===== src/rtl/systolic_array_ws.sv =====
// Weight-stationary NxN signed systolic matrix-vector engine with skew/deskew, backpressure
// and double-buffered weights. Define SYSTOLIC_RELU_EN to clamp negative outputs to zero.
module systolic_array_ws #(
    parameter  int ARRAY_SIZE = 4,
    parameter  int DATA_W     = 8,
    parameter  int ACC_W      = 20,
    localparam int ROW_W      = $clog2(ARRAY_SIZE)
) (
    input  logic                         clk,
    input  logic                         reset,
    input  logic                         in_valid,
    output logic                         in_ready,
    input  logic [ARRAY_SIZE*DATA_W-1:0] x_in,
    input  logic                         w_load_valid,
    input  logic [ROW_W-1:0]             w_load_row,
    input  logic [ARRAY_SIZE*DATA_W-1:0] w_load_data,
    input  logic                         w_commit,
    output logic                         commit_pending,
    output logic                         out_valid,
    input  logic                         out_ready,
    output logic [ARRAY_SIZE*ACC_W-1:0]  y_out,
    output logic                         busy
);
    localparam int N     = ARRAY_SIZE;
    localparam int CHAIN = 2 * N;

    typedef enum logic [1:0] {RUN, DRAIN, SWAP} state_t;
    state_t state;

    logic signed [DATA_W-1:0] w_act [N][N];
    logic signed [DATA_W-1:0] w_sh  [N][N];
    logic signed [DATA_W-1:0] x_pe  [N][N];
    logic signed [ACC_W-1:0]  ps_pe [N][N];
    logic signed [DATA_W-1:0] row_x [N];
    logic signed [ACC_W-1:0]  col_y [N];
    logic [CHAIN-1:0]         vchain;
    logic                     stall;
    logic                     adv;
    logic                     accept;

    assign stall    = out_valid & ~out_ready;
    assign adv      = ~stall;
    assign in_ready = ~stall & ~commit_pending & (state == RUN);
    assign accept   = in_valid & in_ready;
    assign busy     = (|vchain) | out_valid;

    always_ff @(posedge clk or negedge reset) begin
        if (!reset) begin
            state          <= RUN;
            commit_pending <= 1'b0;
            for (int unsigned r = 0; r < N; r++)
                for (int unsigned c = 0; c < N; c++)
                    w_act[r][c] <= '0;
        end else begin
            case (state)
                RUN: if (w_commit) begin
                    state          <= DRAIN;
                    commit_pending <= 1'b1;
                end
                DRAIN: if (!busy) state <= SWAP;
                SWAP: begin
                    w_act          <= w_sh;
                    commit_pending <= 1'b0;
                    state          <= RUN;
                end
                default: state <= RUN;
            endcase
        end
    end

    // Shadow writes are independent of the FSM; a same-cycle SWAP copies the pre-write row.
    always_ff @(posedge clk or negedge reset) begin
        if (!reset) begin
            for (int unsigned r = 0; r < N; r++)
                for (int unsigned c = 0; c < N; c++)
                    w_sh[r][c] <= '0;
        end else if (w_load_valid && (32'(w_load_row) < N)) begin
            for (int unsigned c = 0; c < N; c++)
                w_sh[w_load_row][c] <= w_load_data[c*DATA_W +: DATA_W];
        end
    end

    always_ff @(posedge clk or negedge reset) begin
        if (!reset) begin
            vchain    <= '0;
            out_valid <= 1'b0;
        end else if (adv) begin
            vchain    <= {vchain[CHAIN-2:0], accept};
            out_valid <= vchain[CHAIN-1];
        end
    end

    for (genvar r = 0; r < N; r++) begin : g_skew
        logic signed [DATA_W-1:0] sk [r+1];
        always_ff @(posedge clk or negedge reset) begin
            if (!reset) begin
                for (int unsigned j = 0; j <= r; j++) sk[j] <= '0;
            end else if (adv) begin
                sk[0] <= accept ? x_in[r*DATA_W +: DATA_W] : '0;
                for (int unsigned j = 1; j <= r; j++) sk[j] <= sk[j-1];
            end
        end
        assign row_x[r] = sk[r];
    end

    for (genvar r = 0; r < N; r++) begin : g_pe_row
        for (genvar c = 0; c < N; c++) begin : g_pe_col
            logic signed [DATA_W-1:0]   xi;
            logic signed [ACC_W-1:0]    pi;
            logic signed [2*DATA_W-1:0] prod;
            if (c == 0) begin : g_xl
                assign xi = row_x[r];
            end else begin : g_xn
                assign xi = x_pe[r][c-1];
            end
            if (r == 0) begin : g_pt
                assign pi = '0;
            end else begin : g_pn
                assign pi = ps_pe[r-1][c];
            end
            assign prod = (2*DATA_W)'(xi) * (2*DATA_W)'(w_act[r][c]);
            always_ff @(posedge clk or negedge reset) begin
                if (!reset) begin
                    x_pe[r][c]  <= '0;
                    ps_pe[r][c] <= '0;
                end else if (adv) begin
                    x_pe[r][c]  <= xi;
                    ps_pe[r][c] <= pi + ACC_W'(prod);
                end
            end
        end
    end

    for (genvar c = 0; c < N; c++) begin : g_deskew
        localparam int D = N - 1 - c;
        if (D == 0) begin : g_direct
            assign col_y[c] = ps_pe[N-1][c];
        end else begin : g_dly
            logic signed [ACC_W-1:0] dk [D];
            always_ff @(posedge clk or negedge reset) begin
                if (!reset) begin
                    for (int unsigned j = 0; j < D; j++) dk[j] <= '0;
                end else if (adv) begin
                    dk[0] <= ps_pe[N-1][c];
                    for (int unsigned j = 1; j < D; j++) dk[j] <= dk[j-1];
                end
            end
            assign col_y[c] = dk[D-1];
        end
    end

    always_ff @(posedge clk or negedge reset) begin
        if (!reset) begin
            y_out <= '0;
        end else if (adv) begin
            for (int unsigned c = 0; c < N; c++) begin
`ifdef SYSTOLIC_RELU_EN
                y_out[c*ACC_W +: ACC_W] <= col_y[c][ACC_W-1] ? '0 : col_y[c];
`else
                y_out[c*ACC_W +: ACC_W] <= col_y[c];
`endif
            end
        end
    end

endmodule


===== config.mk =====
export PLATFORM = sky130hd
export DESIGN_NAME = systolic_array_ws
export DESIGN_NICKNAME = d
export VERILOG_FILES = /design/src/rtl/systolic_array_ws.sv
export SDC_FILE = /design/constraint.sdc
export NUM_CORES = 2
export LEC_CHECK = 0
export ABC_CLOCK_PERIOD_IN_PS = 11900
export CAP_MARGIN = 10
export CORE_MARGIN = 10
export CORE_UTILIZATION = 60
export DETAILED_ROUTE_END_ITERATION = 6
export HOLD_SLACK_MARGIN = 0.03
export PLACE_DENSITY = 0.78
export REMOVE_ABC_BUFFERS = 1
export SLEW_MARGIN = 20
export SYNTH_ARGS = -nofsm -noshare
export SYNTH_HDL_FRONTEND = slang
export SYNTH_SLANG_ARGS = --single-unit

===== constraint.sdc =====
create_clock -name clk -period 11.9 [get_ports clk]
set_input_delay 2.975 -clock clk [delete_from_list [all_inputs] [get_ports clk]]
set_output_delay 2.975 -clock clk [all_outputs]
set_load 0.01 [all_outputs]

==> summary.txt <==
Setup path
  – Critical Path End Type: primary output
  – CP required: between 8000 and 9000 ps
  – Setup crit end: in_ready
  – CP Launch Point: out_ready
  – Crit-path max FO: 23
  – Most frequent CP cell: clkdlybuf4s50_1
  – Critical Path Source Type: input pin
  – Worst r2r dst: g_pe_row[3].g_pe_col[1].pi[18]
  – Worst r2r path cells: 16
  – CP max stage cell: clkdlybuf4s50_1
  – RR Startpoint: g_pe_row[2].g_pe_col[1].xi[7]
  – R2r setup slk: 5890 ps
  – CP Class: input pin to primary output
  – CP Data Arrival Time: ~4500 ps
  – Worst-path cell chain: clkdlybuf4s50_1, nor2b_4, nor4_1, clkdlybuf4s50_1
  – CP max stage delay: 510 ps

Routing
  – Residual DRC: 0
  – 1st-iter DRT viols: between 2000 and 3000
  – Vias: 56400
  – Vias per cell: around 5.4
  – Drt first pass iters: 5
  – Post-route ant nets: 0
  – Overall routed net length: 171000 µm
  – DR WL/cell: 16.4 µm

Logic synthesis
  – Synth cell types: 73
  – Syn Inst Count: 8525
  – Ys async rst share: between 90% and 100%
  – Post-synthesis instance area: 84000 µm²
  – FF+latch count, synth: 936
  – Number of flops mapped to enable cells by yosys: 0
  – Sequential fraction of the synthesis area: between 20% and 30%
  – Yosys warnings: 0
  – Mean Syn Cell Area: roughly 9.9 µm²
  – Top_reg_cell synth: dfrtp_1

Timing
  – Worst slew margin: 29.6%
  – Setup TNS: 0 ps
  – Smallest hold slack: 460 ps
  – Final Max Slew Viols: 0
  – Final setup vio count: 0
  – RSZ-0062 raised after global routing: no
  – Crit share post-route: about 63%
  – Final Skew: between 20 and 30 ps
  – Peak Freq: about 130 MHz
  – Period minus WS final: 7510 ps
  – Worst-margin pin slew: about 1100 ps
  – Hold Violations, Final: 0

Pwr
  – Worst VDD drop: 0.246 mV
  – Internal: 14600 µW
  – Pleak: 0.0471 µW
  – Gate power share: 65.7%
  – Psw: 12400 µW
  – Switch share: 46.0%
  – Sequential power share: 21.8%
  – Power density over the cells: 298 nW/µm²
  – Clock Power Share: 12.5%

Global routing
  – Gr usage total: between 20 and 25%
  – Initial antenna violation count: 7
  – Largest net degree at the start of global routing: about 220
  – Vias in the first global route: 60600
  – GRT Residual Overflow: 0
  – Global-route wire length before repair: 295000 µm

Place
  – Placement Cell Area: 87000 µm²
  – RePlAce Congestion: 0.883
  – Hpwl dp: about 130000 µm
  – Port Buf Inserts: roughly 160
  – Post-Place Cells: 10200

Floorplan
  – Core Area: 139000 µm²
  – I/O pin total: 156
  – Cell row count: between 100 and 150
  – Initial core utilization: 60.3%
  – Die W: 394 µm
  – Die Area: between 150000 and 200000 µm²
  – Die Y: ~390 µm

Cells and area
  – Layout cells sized above 1: 5.49%
  – Sequential Area: 23400 µm²
  – Area taken by multi-input logic gates: 54200 µm²
  – Post-Layout Cell Count: approximately 10000
  – Final net count: 10400
  – Cell area after layout: 90600 µm²
  – # fillers: roughly 11000
  – Area Growth Syn to Fin: 7.81%

Clocking
  – CTS resizes: 0
  – CTS clk-pin slew, worst paths: 60 ps
  – CTS tree: done
  – H-tree depth: 3
  – Clock Sink Count: 936
  – Total CTS buffers: ~100
  – Clk_lat worst skew: 740 ps
  – Post-CTS Hold Buffers: 0
  – Max Root-Sink Buffers: 3
  – CTS root buf: clkbuf_16
  – Post-CTS Setup Bufs: 0

Run status
  – Status: finished, final reports clean

Flow run
  – Max-cap violations: 0

Hold path
  – Min-delay worst type: register to register
-- synth_stat cells, drive strengths merged (28+ instances only) --
cell type | number | area (µm²)
a211oi | 31 | 233
a21o | 48 | 360
a21oi | 207 | 1040
a22o | 35 | 307
and2 | 552 | 3450
buf | 31 | 128
clkbuf | 302 | 1130
dfrtp | 936 | 23400
fa | 1212 | 24300
ha | 632 | 7910
inv | 1384 | 5190
mux2 | 242 | 2730
nand2 | 1739 | 6530
nand2b | 55 | 344
nand3 | 30 | 150
nor2 | 255 | 957
nor3 | 55 | 275
o21a | 49 | 368
o21ai | 208 | 1040
o21bai | 28 | 210
o31ai | 29 | 218
xnor2 | 152 | 1330
xor2 | 78 | 683
-- layout make-up --
| class | instances | area share (%) |
|---|---|---|
| multi-input cells | 5862 | 59.8 |
| flip-flops and latches | 936 | 25.9 |
| inverters | 1394 | 5.78 |
| clock buffers | 139 | 3.26 |
| well taps | 1876 | 2.59 |
| repair buffers | 180 | 2.04 |
| clock inverters | 51 | 0.696 |
| diodes | 2 | 0.00552 |
-- power by group through the flow --
stage / Sequential, µW / Combinational, µW / Clock [µW]
2_1_floorplan: 5570 / 14300 / 0
3_3_place_gp: 5860 / 16800 / 0
3_5_place_dp: 5920 / 17700 / 0
4_1_cts: 5870 / 17900 / 3440
5_1_grt: 6060 / 20400 / 3560
6_report: 5880 / 17700 / 3370
-- worst max-delay path, delay by kind of cell --
family | cells | cell delay (ps)
AND/OR/NAND/NOR | 2 | 580
buffers and inverters | 2 | 970
-- kinds of logic after synthesis --
logic type	count (synthesis)	share of synthesized area [%]
compound gates	758	5.70
xor+xnor	230	2.40
fa+ha+maj	1844	38.3
buf+inv	1727	7.73
flops	936	27.9
mux	245	3.28
simple gates	2785	14.7
-- routing by layer --
layer  vias to the layer above  part of all wire (%)  GRT usage [%]
li1                      26100                     -              -
met1                     28900                    40           28.2
met2                      1086                    52           39.9
met3                       344                   4.5           3.66
met4                        10                   3.6           7.65
met5                         -                 0.036              0
-- flip-flops by register name (all words and copies together) (netlist names) --
register              cells
state                     2
vchain                    8
col_y                    60
ps_pe                    60
w_act                   128
out_valid                 1
y_out                    80
g_pe_row.g_pe_col.pi    212
g_deskew.g_dly.dk        80
commit_pending            1
g_pe_row.g_pe_col.xi    128
g_skew.sk                48
w_sh                    128
-- metrics by stage --
stage	worst slack, ps	util, %	power, µW
6_report	4390	65.0	27000
3_5_place_dp	4390	62.4	23600
4_1_cts	4380	65.0	27300
5_1_grt	4260	65.0	30100
2_1_floorplan	-15930	-	19900
3_3_place_gp	4410	62.4	22700
-- how the worst min path moves through the flow --
stage	start	endpoint	slack, ps	depth (start not counted)
detailed placement	y_out[44]	y_out[44]	450	2
global route	y_out[36]	y_out[36]	480	2
global placement	y_out[44]	y_out[44]	450	2
CTS	y_out[44]	y_out[44]	470	2
floorplan	ps_pe[51]	g_deskew[1].g_dly.dk[31]	440	2
finish	y_out[50]	y_out[50]	460	2
-- layout by cell type (no fill, tap or decap), types with 14 or more instances in the layout --
cell,netlist,routed
nand2b_1,55,54
dfrtp_1,936,936
and2_1,552,552
nor3b_1,15,14
nand2_1,1739,1739
nor3_1,55,55
clkdlybuf4s50_1,0,154
mux2_2,242,242
nor2_1,255,255
nand3_1,30,29
clkinv_2,0,18
o31ai_1,29,29
o21ai_0,205,205
a31oi_1,21,21
o21bai_1,28,28
xor2_1,78,78
o21a_1,49,49
fa_1,1212,1212
a21o_1,48,48
clkbuf_16,0,104
inv_1,1384,1384
a22o_1,35,35
o211ai_1,25,25
clkbuf_8,0,22
a211oi_1,31,31
nor2b_1,24,22
xnor2_1,152,152
a21oi_1,206,206
ha_1,632,632
buf_4,0,17
No activity file was read; power rests on OpenSTA's default activity.
